**config.mk**
```make
export PLATFORM = sky130hd
export DESIGN_NAME = updown_count_sched
export DESIGN_NICKNAME = d
export VERILOG_FILES = /design/src/rtl/updown_sched_pkg.sv /design/src/rtl/updown_count_sched_rr_arbiter2.sv /design/src/rtl/updown_count_sched.sv
export SDC_FILE = /design/constraint.sdc
export NUM_CORES = 1
export LEC_CHECK = 0
export ABC_AREA = 1
export ABC_CLOCK_PERIOD_IN_PS = 2000
export BUFFER_PORTS_ARGS = -buffer_cell sky130_fd_sc_hd__buf_2
export CAP_MARGIN = 25
export CORE_MARGIN = 5
export CORE_UTILIZATION = 53
export CTS_CLUSTER_DIAMETER = 150
export CTS_CLUSTER_SIZE = 30
export DETAILED_ROUTE_END_ITERATION = 10
export GPL_ROUTABILITY_DRIVEN = 0
export PLACE_DENSITY_LB_ADDON = 0.15
export REMOVE_ABC_BUFFERS = 1
export SYNTH_ARGS = -nofsm -noshare
export SYNTH_HDL_FRONTEND = slang
export SYNTH_SLANG_ARGS = --single-unit
```
**constraint.sdc**
```tcl
create_clock -name clk -period 2 [get_ports clk]
set_input_delay 0 -clock clk [delete_from_list [all_inputs] [get_ports clk]]
set_output_delay 0 -clock clk [all_outputs]
set_load 0.005 [all_outputs]
```
**src/rtl/updown_sched_pkg.sv**
```systemverilog
// Shared definitions for the two-requester up/down counter scheduler:
// opcode and FSM state encodings plus default widths.
package updown_sched_pkg;

  localparam int DEF_WIDTH  = 8;
  localparam int DEF_STEP_W = 8;

  typedef enum logic [1:0] {
    OP_UP    = 2'b00,
    OP_DOWN  = 2'b01,
    OP_LOAD  = 2'b10,
    OP_CLEAR = 2'b11
  } op_e;

  typedef enum logic [1:0] {
    ST_IDLE = 2'b00,
    ST_RUN  = 2'b01,
    ST_LOAD = 2'b10,
    ST_DONE = 2'b11
  } state_e;

  // True for the opcodes that step the counter rather than load it.
  function automatic logic is_step_op(input op_e op);
    return (op == OP_UP) || (op == OP_DOWN);
  endfunction

endpackage

```
**src/rtl/updown_count_sched_rr_arbiter2.sv**
```systemverilog
// Two-way round-robin arbiter. The pointer remembers which requester was
// served last; on a tie the other one wins. After reset requester 0 wins.
module rr_arbiter2 (
  input  logic       clk,
  input  logic       reset,
  input  logic [1:0] req_i,
  input  logic       advance_i,
  output logic [1:0] gnt_o
);

  // 1 = requester 1 was served last, so requester 0 is favoured next.
  logic last_q;
  logic last_d;

  // One-hot grant from the pending requests and the last-served pointer.
  always_comb begin
    gnt_o = 2'b00;
    case (req_i)
      2'b01:   gnt_o = 2'b01;
      2'b10:   gnt_o = 2'b10;
      2'b11:   gnt_o = last_q ? 2'b01 : 2'b10;
      default: gnt_o = 2'b00;
    endcase
  end

  // Pointer moves only when a grant is actually taken.
  always_comb begin
    last_d = last_q;
    if (advance_i) begin
      last_d = gnt_o[1];
    end else begin
      last_d = last_q;
    end
  end

  // Last-served pointer register.
  always_ff @(posedge clk or negedge reset) begin
    if (!reset) begin
      last_q <= 1'b1;
    end else begin
      last_q <= last_d;
    end
  end

endmodule

```
**src/rtl/updown_count_sched.sv**
```systemverilog
// Scheduler that accepts UP/DOWN/LOAD/CLEAR commands from two requesters,
// arbitrates round-robin, and drives an external up/down counter. Reports a
// one-cycle done pulse per command with a sticky wrap flag.
module updown_count_sched
  import updown_sched_pkg::*;
#(
  parameter int WIDTH  = DEF_WIDTH,
  parameter int STEP_W = DEF_STEP_W
) (
  input  logic               clk,
  input  logic               reset,
  input  logic [1:0]         req_valid,
  output logic [1:0]         req_ready,
  input  logic [3:0]         req_op,
  input  logic [2*WIDTH-1:0] req_arg,
  input  logic [WIDTH-1:0]   cnt_value,
  output logic               cnt_en,
  output logic               cnt_up,
  output logic               cnt_load,
  output logic [WIDTH-1:0]   cnt_load_val,
  output logic               busy,
  output logic               owner,
  output logic               done,
  output logic               done_wrap
);

  state_e              state_q;
  logic                armed_q;      // low until the first clock after reset
  logic [STEP_W-1:0]   rem_q;        // steps still to issue in RUN
  logic                wrap_q;       // sticky wrap for the current command

  logic                cnt_en_q;
  logic                cnt_up_q;
  logic                cnt_load_q;
  logic [WIDTH-1:0]    cnt_load_val_q;
  logic                busy_q;
  logic                owner_q;
  logic                done_q;
  logic                done_wrap_q;

  logic [1:0]          gnt_d;
  logic                accept_d;
  logic                acc_idx_d;
  op_e                 acc_op_d;
  logic [WIDTH-1:0]    acc_arg_d;
  logic [STEP_W-1:0]   acc_step_d;
  logic                wrap_hit_d;
  logic                wrap_acc_d;

  rr_arbiter2 u_arb (
    .clk       (clk),
    .reset     (reset),
    .req_i     (req_valid),
    .advance_i (accept_d),
    .gnt_o     (gnt_d)
  );

  // Ready only in IDLE and only once the block has come out of reset.
  always_comb begin
    req_ready = 2'b00;
    if ((state_q == ST_IDLE) && armed_q) begin
      req_ready = gnt_d;
    end else begin
      req_ready = 2'b00;
    end
    accept_d = |req_ready;
  end

  // Select opcode and argument of the granted requester.
  always_comb begin
    acc_idx_d = gnt_d[1];
    acc_op_d  = OP_UP;
    acc_arg_d = '0;
    if (acc_idx_d) begin
      acc_op_d  = op_e'(req_op[3:2]);
      acc_arg_d = req_arg[2*WIDTH-1:WIDTH];
    end else begin
      acc_op_d  = op_e'(req_op[1:0]);
      acc_arg_d = req_arg[WIDTH-1:0];
    end
    acc_step_d = acc_arg_d[STEP_W-1:0];
  end

  // Wrap happens when a step is taken from the extreme value in its direction.
  always_comb begin
    wrap_hit_d = 1'b0;
    if ((state_q == ST_RUN) && cnt_en_q) begin
      wrap_hit_d = (cnt_up_q  && (cnt_value == {WIDTH{1'b1}})) ||
                   (!cnt_up_q && (cnt_value == {WIDTH{1'b0}}));
    end else begin
      wrap_hit_d = 1'b0;
    end
    wrap_acc_d = wrap_q | wrap_hit_d;
  end

  // Command FSM with all counter controls and status outputs registered.
  always_ff @(posedge clk or negedge reset) begin
    if (!reset) begin
      state_q        <= ST_IDLE;
      armed_q        <= 1'b0;
      rem_q          <= '0;
      wrap_q         <= 1'b0;
      cnt_en_q       <= 1'b0;
      cnt_up_q       <= 1'b0;
      cnt_load_q     <= 1'b0;
      cnt_load_val_q <= '0;
      busy_q         <= 1'b0;
      owner_q        <= 1'b0;
      done_q         <= 1'b0;
      done_wrap_q    <= 1'b0;
    end else begin
      armed_q <= 1'b1;
      case (state_q)
        ST_IDLE: begin
          if (accept_d) begin
            owner_q     <= acc_idx_d;
            wrap_q      <= 1'b0;
            busy_q      <= 1'b1;
            if (is_step_op(acc_op_d)) begin
              if (acc_step_d == '0) begin
                state_q     <= ST_DONE;
                done_q      <= 1'b1;
                done_wrap_q <= 1'b0;
              end else begin
                state_q  <= ST_RUN;
                rem_q    <= acc_step_d;
                cnt_en_q <= 1'b1;
                cnt_up_q <= (acc_op_d == OP_UP);
              end
            end else begin
              state_q    <= ST_LOAD;
              cnt_load_q <= 1'b1;
              if (acc_op_d == OP_LOAD) begin
                cnt_load_val_q <= acc_arg_d;
              end else begin
                cnt_load_val_q <= '0;
              end
            end
          end else begin
            state_q <= ST_IDLE;
          end
        end
        ST_RUN: begin
          wrap_q <= wrap_acc_d;
          if (rem_q == STEP_W'(1)) begin
            state_q     <= ST_DONE;
            cnt_en_q    <= 1'b0;
            cnt_up_q    <= 1'b0;
            rem_q       <= '0;
            done_q      <= 1'b1;
            done_wrap_q <= wrap_acc_d;
          end else begin
            rem_q <= rem_q - STEP_W'(1);
          end
        end
        ST_LOAD: begin
          state_q        <= ST_DONE;
          cnt_load_q     <= 1'b0;
          cnt_load_val_q <= '0;
          done_q         <= 1'b1;
          done_wrap_q    <= 1'b0;
        end
        ST_DONE: begin
          state_q     <= ST_IDLE;
          done_q      <= 1'b0;
          done_wrap_q <= 1'b0;
          busy_q      <= 1'b0;
        end
        default: begin
          state_q        <= ST_IDLE;
          cnt_en_q       <= 1'b0;
          cnt_load_q     <= 1'b0;
          cnt_load_val_q <= '0;
          done_q         <= 1'b0;
          done_wrap_q    <= 1'b0;
          busy_q         <= 1'b0;
        end
      endcase
    end
  end

  assign cnt_en       = cnt_en_q;
  assign cnt_up       = cnt_up_q;
  assign cnt_load     = cnt_load_q;
  assign cnt_load_val = cnt_load_val_q;
  assign busy         = busy_q;
  assign owner        = owner_q;
  assign done         = done_q;
  assign done_wrap    = done_wrap_q;

endmodule

```
==> run_results.csv, run 1 <==
group,metric,value,unit
clocking,insertion_delay,340,ps
power,finalPower,2.91,mW
critical_path,cpMostUsedCell,"nand2_1",
timing,layout_min_cycle_time,1830,ps
timing,setup_viol_count_final,0,
critical_path,critical_path_peak_fanout,10,
critical_path,cp_data_arrival_time,2080,ps
critical_path,worst-path-buf-inv,1,
critical_path,end_kind,"register",
critical_path,r2r_end,"rem_q[6]$_DFFE_PN0P_",
critical_path,startpoint_type,"register",
timing,fin_skew,3.29,ps
route,routed_via_density,5.14,
critical_path,crit_slowest_cell,"dfstp_2",
logic_synthesis,synth_edf_count,0,
clocking,clock_sink_count,28,
global_routing,grt_pass1_wl,7470,µm
placed_design,portBuffers,48,
critical_path,r2r_slack,170,ps
route,ant_nets,0,
timing,worst_slack,168,ps
timing,slew_viol_final,0,
placed_design,pre_cts_slack,55.1,ps
critical_path,cp_cell_sequence,"nand2_1 -> buf_4 -> nand3b_1 -> nand2_1 -> nand2_1 -> nor2_2 -> nand2_1 -> nand2_2 -> nand2_4 -> nand2_4 -> nand2_1 -> nand2_1",
route,drc,0,
finish,layout_common_cells,"68 x nand2_1, 48 x buf_2, 38 x inv_1, 30 x nand3_1, 27 x dfrtp_1",
logic_synthesis,yosysSeqAreaShare,37.9,%
placed_design,place_inst,348,
finish,area_growth,20.3,%
timing,relSlewSlack,56.8,%
finish,final_common_cell,"nand2_1",
logic_synthesis,synthArstFlopShare,100,%
finish,instances_no_fill,356,
clocking,cts_tree,"yes",
finish,drive_above_1_share,26.1,%
outcome,status,"finished, final reports clean",
floorplanning,dieArea,0.00478,mm²
floorplanning,die_h,69.1,µm
floorplanning,die_w,69.1,µm
critical_path,critPathKind,"reg2reg",
timing,fmax,546,MHz
timing,fin_crit_sh,91.6,%
logic_synthesis,ys.flop_type,"dfrtp_1",
logic_synthesis,yosysWarnings,0,
finish,antenna_cells,0,
clocking,root_buffer,"clkbuf_4",
floorplanning,start_util,55.1,%
critical_path,setup.worst_path.start,"u_arb.last_q$_DFFE_PN1P_",
floorplanning,num_io_pins,49,
finish,finish.utilization,66.2,%
timing,hold_violations,0,
power,leakagePower,1.22,nW
global_routing,grt_pass1_vias,1704,
floorplanning,placementRows,21,
placed_design,hpwlAfterDp,3530,µm
global_routing,antenna_found_initial,0,
global_routing,grt_use_total,18.7,%
timing,tightest_slew,648,ps
clocking,h-tree-depth,1,
floorplanning,core,0.00336,mm²
critical_path,r2r_start,"u_arb.last_q$_DFFE_PN1P_",
critical_path,critPathTopFamily,"simple AND/OR/NAND/NOR gates",
logic_synthesis,synthCells,255,
critical_path,slowest_delay,560,ps
route,firstDrtPassIters,4,
global_routing,grt_overflow,0,
clocking,cts.path.max_buffers,2,
route,drt_iter0_drc,148,
clocking,clk_pin_slew,160,ps
global_routing,grt_max_degree,29,
critical_path,cp_num_cells,12,
logic_synthesis,postSynthAreaPerCell,7.26,µm²
route,wirelength,4620,µm
run,maxCapViolations,0,
logic_synthesis,syn_area,0.00185,mm²
critical_path,required,2250,ps
finish,fin_nets,350,
power,peakVddDrop,0.580,mV
route,vias,1830,
power,powerDensity,1310,mW/mm²
worst_hold_path,hp-class,"in2reg",
critical_path,r2r_cells,12,
critical_path,crit_end,"rem_q[6]$_DFFE_PN0P_",
logic_synthesis,synth_cell_types,28,
clocking,cts_made_buffers,3,
logic_synthesis,ys_ff_latch,28,
route,wl_per_cell,13.0,µm
## per-layer routing
layer  track usage, %  wire length [µm]  vias to the layer above
li1                 -                 -                      924
met1             25.1              2040                      838
met2             30.4              2230                       61
met3             3.34               280                        7
met4             6.07                61                        0
met5                0                 0                        -
## stage by stage
stage / cell area [µm²] / setup TNS, ps / hold slack [ps]
detailed placement: 2140 / 0 / 54.5
finish: 2230 / 0 / 23.8
global placement: 2140 / 0 / 55.9
CTS: 2180 / 0 / 28.5
floorplan: 1800 / -467 / -296
global route: 2230 / -9.94 / 61.5
## cell usage after synthesis, types with 3 or more instances
cell type | n | share of area, %
nor2_2 | 3 | 1.0
ha_1 | 7 | 4.7
a21oi_1 | 3 | 0.81
nor2_1 | 15 | 3.0
nand3_1 | 30 | 8.1
o21ai_0 | 8 | 2.2
o22ai_1 | 12 | 4.1
dfrtp_1 | 27 | 36
nand2_1 | 69 | 14
nand3b_1 | 7 | 2.8
nand2_2 | 7 | 2.4
inv_1 | 38 | 7.7
nand4_1 | 4 | 1.4
buf_4 | 4 | 1.6
o21ai_1 | 4 | 1.1
## how the worst min path moves through the flow
| stage | startpoint | end | slack (ps) | cells after the start |
|---|---|---|---|---|
| 2_1_floorplan | reset | armed_q$_DFF_PN0_ | -300 | 0 |
| 3_3_place_gp | reset | cnt_load_val[7]$_DFFE_PN0P_ | 60 | 1 |
| 3_5_place_dp | reset | cnt_load_val[1]$_DFFE_PN0P_ | 50 | 1 |
| 4_1_cts | req_arg[3] | cnt_load_val[3]$_DFFE_PN0P_ | 30 | 5 |
| 5_1_grt | req_arg[3] | cnt_load_val[3]$_DFFE_PN0P_ | 60 | 5 |
| 6_report | req_arg[3] | cnt_load_val[3]$_DFFE_PN0P_ | 20 | 5 |
## logic make-up after synthesis
group / share of synthesized area [%]
flip-flops: 37.9
adder cells (fa/ha/maj): 4.73
buffers and inverters: 11.1
AO/OA/AOI/OAI: 10.1
XOR/XNOR: 1.42
other: 0.203
AND/OR/NAND/NOR: 34.5
## where the power goes
| part | switching (mW) | internal, mW |
|---|---|---|
| logic | 1.04 | 0.642 |
| registers | 0.151 | 0.786 |
| clock network | 0.178 | 0.112 |
| total | 1.37 | 1.54 |
## tightest hold or removal path: cells and delay by family
| kind | cells | cell delay [ps] |
|---|---|---|
| compound gates | 1 | 70 |
| simple gates | 2 | 130 |
| buf+inv | 2 | 140 |
## cell type report
| cell class | count | area (µm²) |
|---|---|---|
| fillers | 322 | 1140 |
| multi-input cells | 181 | 971 |
| flip-flops and latches | 28 | 702 |
| repair buffers | 57 | 310 |
| inverters | 40 | 150 |
| well taps | 46 | 57.6 |
| clock buffers | 4 | 36.3 |
## repair_timing
item / in CTS / in global routing
hold buffers: 1 / 0
buffers inserted: 0 / 2
endpoints found under the hold margin: 27 / 0
resized for setup: 0 / 5
endpoints found under the setup margin: 0 / 12
(Power assumes the default switching activity.)
==> run 2: changes to the inputs <==
RECOVER_POWER = 50   (was unset)
==> run 2 against run 1 <==
  * Total power fell by 0.15%
  * Largest cell class unchanged
  * Critical path depth did not move
  * Combinational power barely moved
  * Sequential power barely moved
  * Clock power barely moved
  * The run now ends with max-capacitance violations, max-slew violations left
  * Register-to-register slack barely moved
  * Via count fell by 0.38%
  * Routed wire length barely moved
  * Cell count did not move
  * Clock-buffer cell count did not move
  * Critical endpoint unchanged
==> run_results.csv, run 2 (same netlist as run 1, synthesis figures left out) <==
group,metric,value,unit
finish,multiInputGateArea,971,µm²
floorplanning,die_w,69.1,µm
placed_design,place_inst,348,
critical_path,critPathKind,"reg2reg",
finish,fin_nets,350,
power,leakagePower,1.20,nW
finish,drive_above_1_share,24.2,%
critical_path,end_kind,"register",
power,peakVddDrop,0.580,mV
worst_hold_path,hold_start,"req_arg[3]",
critical_path,startpoint_type,"register",
floorplanning,start_util,55.1,%
route,wirelength,4620,µm
global_routing,grt_max_degree,29,
critical_path,r2r_start,"u_arb.last_q$_DFFE_PN1P_",
floorplanning,dieArea,0.00478,mm²
power,seqPwrFrac,32.3,%
clocking,cts.path.max_buffers,2,
clocking,cts_tree,"yes",
route,firstDrtPassIters,4,
timing,relSlewSlack,-4.25,%
route,routed_via_density,5.12,
timing,slew_viol_final,29,
power,finalPower,2.90,mW
outcome,violations,"max-capacitance violations, max-slew violations",
critical_path,setup.worst_path.start,"u_arb.last_q$_DFFE_PN1P_",
clocking,cts_made_buffers,3,
clocking,clk_pin_slew,160,ps
timing,tightest_slew,1560,ps
timing,layout_min_cycle_time,1830,ps
timing,hold_violations,0,
run,maxCapViolations,1,
timing,setup_viol_count_final,0,
timing,fin_skew,3.78,ps
finish,finish.utilization,66.0,%
clocking,clock_sink_count,28,
critical_path,cp_data_arrival_time,2080,ps
power,powerDensity,1310,mW/mm²
timing,tns,0,ps
route,vias,1823,
floorplanning,core,0.00336,mm²
worst_hold_path,hp-class,"in2reg",
clocking,insertion_delay,340,ps
global_routing,grt_use_total,18.7,%
power,p_int,1.53,mW
global_routing,antenna_found_initial,0,
placed_design,portBuffers,48,
power,switching_share,47.2,%
global_routing,grt_overflow,0,
global_routing,grt_pass1_vias,1704,
power,comb_power_share,57.8,%
power,p_sw,1.37,mW
finish,fillers,324,
route,wl_per_cell,13.0,µm
timing,fin_crit_sh,91.6,%
floorplanning,placementRows,21,
route,ant_nets,0,
route,drc,0,
critical_path,critical_path_peak_fanout,10,
clocking,h-tree-depth,1,
finish,area_growth,19.9,%
critical_path,required,2250,ps
placed_design,hpwlAfterDp,3530,µm
finish,regArea,702,µm²
global_routing,grt_pass1_wl,7470,µm
floorplanning,num_io_pins,49,
finish,instances_no_fill,356,
route,drt_iter0_drc,150,
timing,fmax,546,MHz
finish,final_common_cell,"nand2_1",
floorplanning,die_h,69.1,µm
outcome,status,"complete, but fails checks",
finish,antenna_cells,0,
power,p_clk_share,9.9,%
finish,layout_common_cells,"68 x nand2_1, 42 x buf_2, 38 x inv_1, 30 x nand3_1, 27 x dfrtp_1",
clocking,root_buffer,"clkbuf_4",
[run 2: cell types whose count changed in the layout (fill, tap and decap cells not counted), sizes merged]
cell / before / now
clkbuf: 4 / 10
buf: 56 / 50
[run 2: layout make-up]
| type | count | area share, % |
|---|---|---|
| clock buffer | 4 | 1.63 |
| inverter | 40 | 6.76 |
| multi-input combinational | 181 | 43.7 |
| sequential | 28 | 31.6 |
| tap | 46 | 2.59 |
| timing repair buffer | 57 | 13.6 |
[run 2: what timing repair did]
item                                    CTS  global route
endpoints found under the setup margin    0            12
hold buffers                              1             0
gates resized for setup                   0             5
endpoints found under the hold margin    27             0
setup buffers                             0             2
[run 2: final timing paths]
path	endpoint	slack [ps]	depth (start not counted)
max in group asynchronous	cnt_load_val[7]$_DFFE_PN0P_	540	2
worst min register to register	owner$_DFFE_PN0P_	510	2
worst max register to register	rem_q[6]$_DFFE_PN0P_	170	12
min in group asynchronous	cnt_load_val[5]$_DFFE_PN0P_	560	2
worst max-delay path	rem_q[6]$_DFFE_PN0P_	170	12
worst min-delay path	cnt_load_val[3]$_DFFE_PN0P_	20	5
[run 2: power groups by stage]
stage	combinational (mW)	clock, mW	sequential, mW
final	1.68	0.289	0.937
after global routing	1.90	0.305	0.965
after CTS	1.62	0.289	0.939
after detailed placement	1.61	0	0.949
after global placement	1.58	0	0.944
after floorplan	1.11	0	0.930
[run 2: routing by layer]
metal / up-vias / track usage (%) / part of all wire, %
met5: - / 0 / 0
met4: 0 / 6.07 / 1.3
met3: 7 / 3.34 / 6.4
met2: 63 / 30.4 / 48
met1: 828 / 25.1 / 44
li1: 925 / - / -
[run 2: metrics by stage]
step                setup WS (ps)  hold slack [ps]  instance area [µm²]
floorplan                   -53.1             -296                 1800
detailed placement           55.1             54.5                 2140
global placement             56.2             55.9                 2140
global route                -8.87             61.5                 2220
finish                        168             24.4                 2220
CTS                          6.79             28.5                 2180
[run 2: worst max-delay path, cell delays in order, from the launching register on]
cell	delay, ps
dfstp_2	560
nand2_1	90
buf_4	190
nand3b_1	100
nand2_1	100
nand2_1	100
nor2_2	50
nand2_1	100
nand2_2	110
nand2_4	130
nand2_4	90
nand2_1	80
nand2_1	50
==> run 3: changes to the inputs <==
CORE_MARGIN = 1   (was 5)
==> run 3 against run 2 <==
  * The run ends with max-capacitance violations left
  * Final area is 0.62% lower
  * Total power is 0.64% higher
  * First-iteration DRC count shrank 24%
  * Flip-flop and latch count did not move
  * Cell count is 0.56% lower
  * Clock skew is 2.7 ps higher
  * Worst hold slack got worse by 7.8 ps
  * Setup slack worse by 6.1 ps
  * Die area decreased by 22%
  * Combinational power barely moved
==> run_results.csv, run 3 (same netlist as run 1, synthesis figures left out) <==
group,metric,value,unit
outcome,status,"complete, but fails checks",
outcome,violations,"max-capacitance violations",
finish,layout_common_cells,"69 x nand2_1, 44 x buf_2, 38 x inv_1, 30 x nand3_1, 27 x dfrtp_1",
route,wirelength,4520,µm
global_routing,grt_pass1_wl,7530,µm
clocking,root_buffer,"clkbuf_4",
timing,setup_viol_count_final,0,
critical_path,end_kind,"register",
clocking,clk_pin_slew,160,ps
global_routing,grt_max_degree,29,
floorplanning,dieArea,0.00373,mm²
power,finalPower,2.92,mW
route,wl_per_cell,12.8,µm
finish,finish.utilization,66.1,%
power,powerDensity,1330,mW/mm²
finish,area_growth,19.1,%
critical_path,startpoint_type,"register",
global_routing,grt_use_total,27.3,%
finish,fin_nets,348,
worst_hold_path,hold_path_depth,5,
timing,slew_viol_final,0,
global_routing,grt_overflow,0,
route,drc,0,
critical_path,critPathKind,"reg2reg",
timing,worst_slack,162,ps
placed_design,pre_cts_slack,80.9,ps
critical_path,r2r_cells,12,
finish,final_common_cell,"nand2_1",
floorplanning,core,0.00334,mm²
timing,relSlewSlack,0.0819,%
route,ant_nets,0,
timing,rsz0062_at_grt,"no",
clocking,cts_setup_buffers,0,
route,routed_via_density,5.12,
timing,fin_crit_sh,91.9,%
power,peakVddDrop,0.573,mV
finish,antenna_cells,0,
route,drt_iter0_drc,114,
clocking,clock_sink_count,28,
placed_design,place_area,0.00215,mm²
global_routing,grt_pass1_vias,1697,
power,leakagePower,1.20,nW
timing,layout_min_cycle_time,1840,ps
run,maxCapViolations,1,
timing,fmax,544,MHz
floorplanning,die_w,61.1,µm
critical_path,cp_data_arrival_time,2110,ps
timing,fin_skew,6.49,ps
route,firstDrtPassIters,4,
critical_path,required,2270,ps
clocking,h-tree-depth,1,
timing,hold_violations,0,
floorplanning,num_io_pins,49,
clocking,cts_tree,"yes",
finish,drive_above_1_share,24.0,%
floorplanning,die_h,61.1,µm
placed_design,hpwlAfterDp,3440,µm
route,routed.top_layer,"met4",
finish,fillers,327,
clocking,cts.path.max_buffers,2,
floorplanning,start_util,55.5,%
timing,tns,0,ps
global_routing,antenna_found_initial,0,
critical_path,critical_path_peak_fanout,11,
route,wl_met3,222,µm
route,wl_met2,2160,µm
route,vias,1814,
route,drt-met1-wl,2050,µm
finish,fin_area,0.00221,mm²
clocking,insertion_delay,360,ps
timing,tightest_slew,1500,ps
worst_hold_path,hp-class,"in2reg",
placed_design,portBuffers,48,
floorplanning,placementRows,21,
clocking,cts_made_buffers,3,
## run 3: worst paths after layout
path                                     startpoint                           to  slack [ps]
max in group asynchronous                     reset  cnt_load_val[0]$_DFFE_PN0P_         600
min in group asynchronous                     reset             done$_DFFE_PN0P_         530
hold reg to reg                rem_q[1]$_DFFE_PN0P_         rem_q[1]$_DFFE_PN0P_         500
hold / removal                           req_arg[0]  cnt_load_val[0]$_DFFE_PN0P_          20
setup / recovery           u_arb.last_q$_DFFE_PN1P_         rem_q[5]$_DFFE_PN0P_         160
setup reg to reg           u_arb.last_q$_DFFE_PN1P_         rem_q[5]$_DFFE_PN0P_         160
## run 3: final cells by class
type | instances | area, µm² | share of cell area, %
clock buffers | 4 | 36.3 | 1.64
inverters | 40 | 150 | 6.81
multi-input cells | 180 | 962 | 43.6
flip-flops and latches | 28 | 702 | 31.8
well taps | 46 | 57.6 | 2.61
repair buffers | 56 | 298 | 13.5
## run 3: where the power goes
group | switching (mW) | internal, mW | leakage, nW
clock network | 0.188 | 0.112 | 0.0210
registers | 0.153 | 0.785 | 0.353
logic | 1.04 | 0.645 | 0.824
## run 3: repair_timing
item / 4_1_cts / 5_1_grt
hold buffers: 1 / 0
gates resized for setup: 0 / 4
endpoints found under the setup margin: 0 / 10
hold endpoints to repair: 27 / 0
## run 3: metal layers
metal	GRT usage, %	vias to the layer above
met5	0	-
met4	9.74	0
met3	3.57	7
met2	44.1	47
met1	37.7	839
li1	-	921
## run 3: worst max-delay path, cell delays in order (launching register included)
cell and delay, ps:
dfstp_2 560, nand2_1 90, buf_4 190, nand3b_1 100, nand2_1 110, nand2_1 100
nor2_2 50, nand2_1 70, nand2_1 100, nand2_4 150, nand2_4 110, nand2_1 70
nand2_1 50
## run 3: metrics by stage
stage	hold slack [ps]	cells
finish	16.6	354
global route	40.8	354
floorplan	-296	248
global placement	51.0	349
CTS	22.0	354
detailed placement	58.8	349
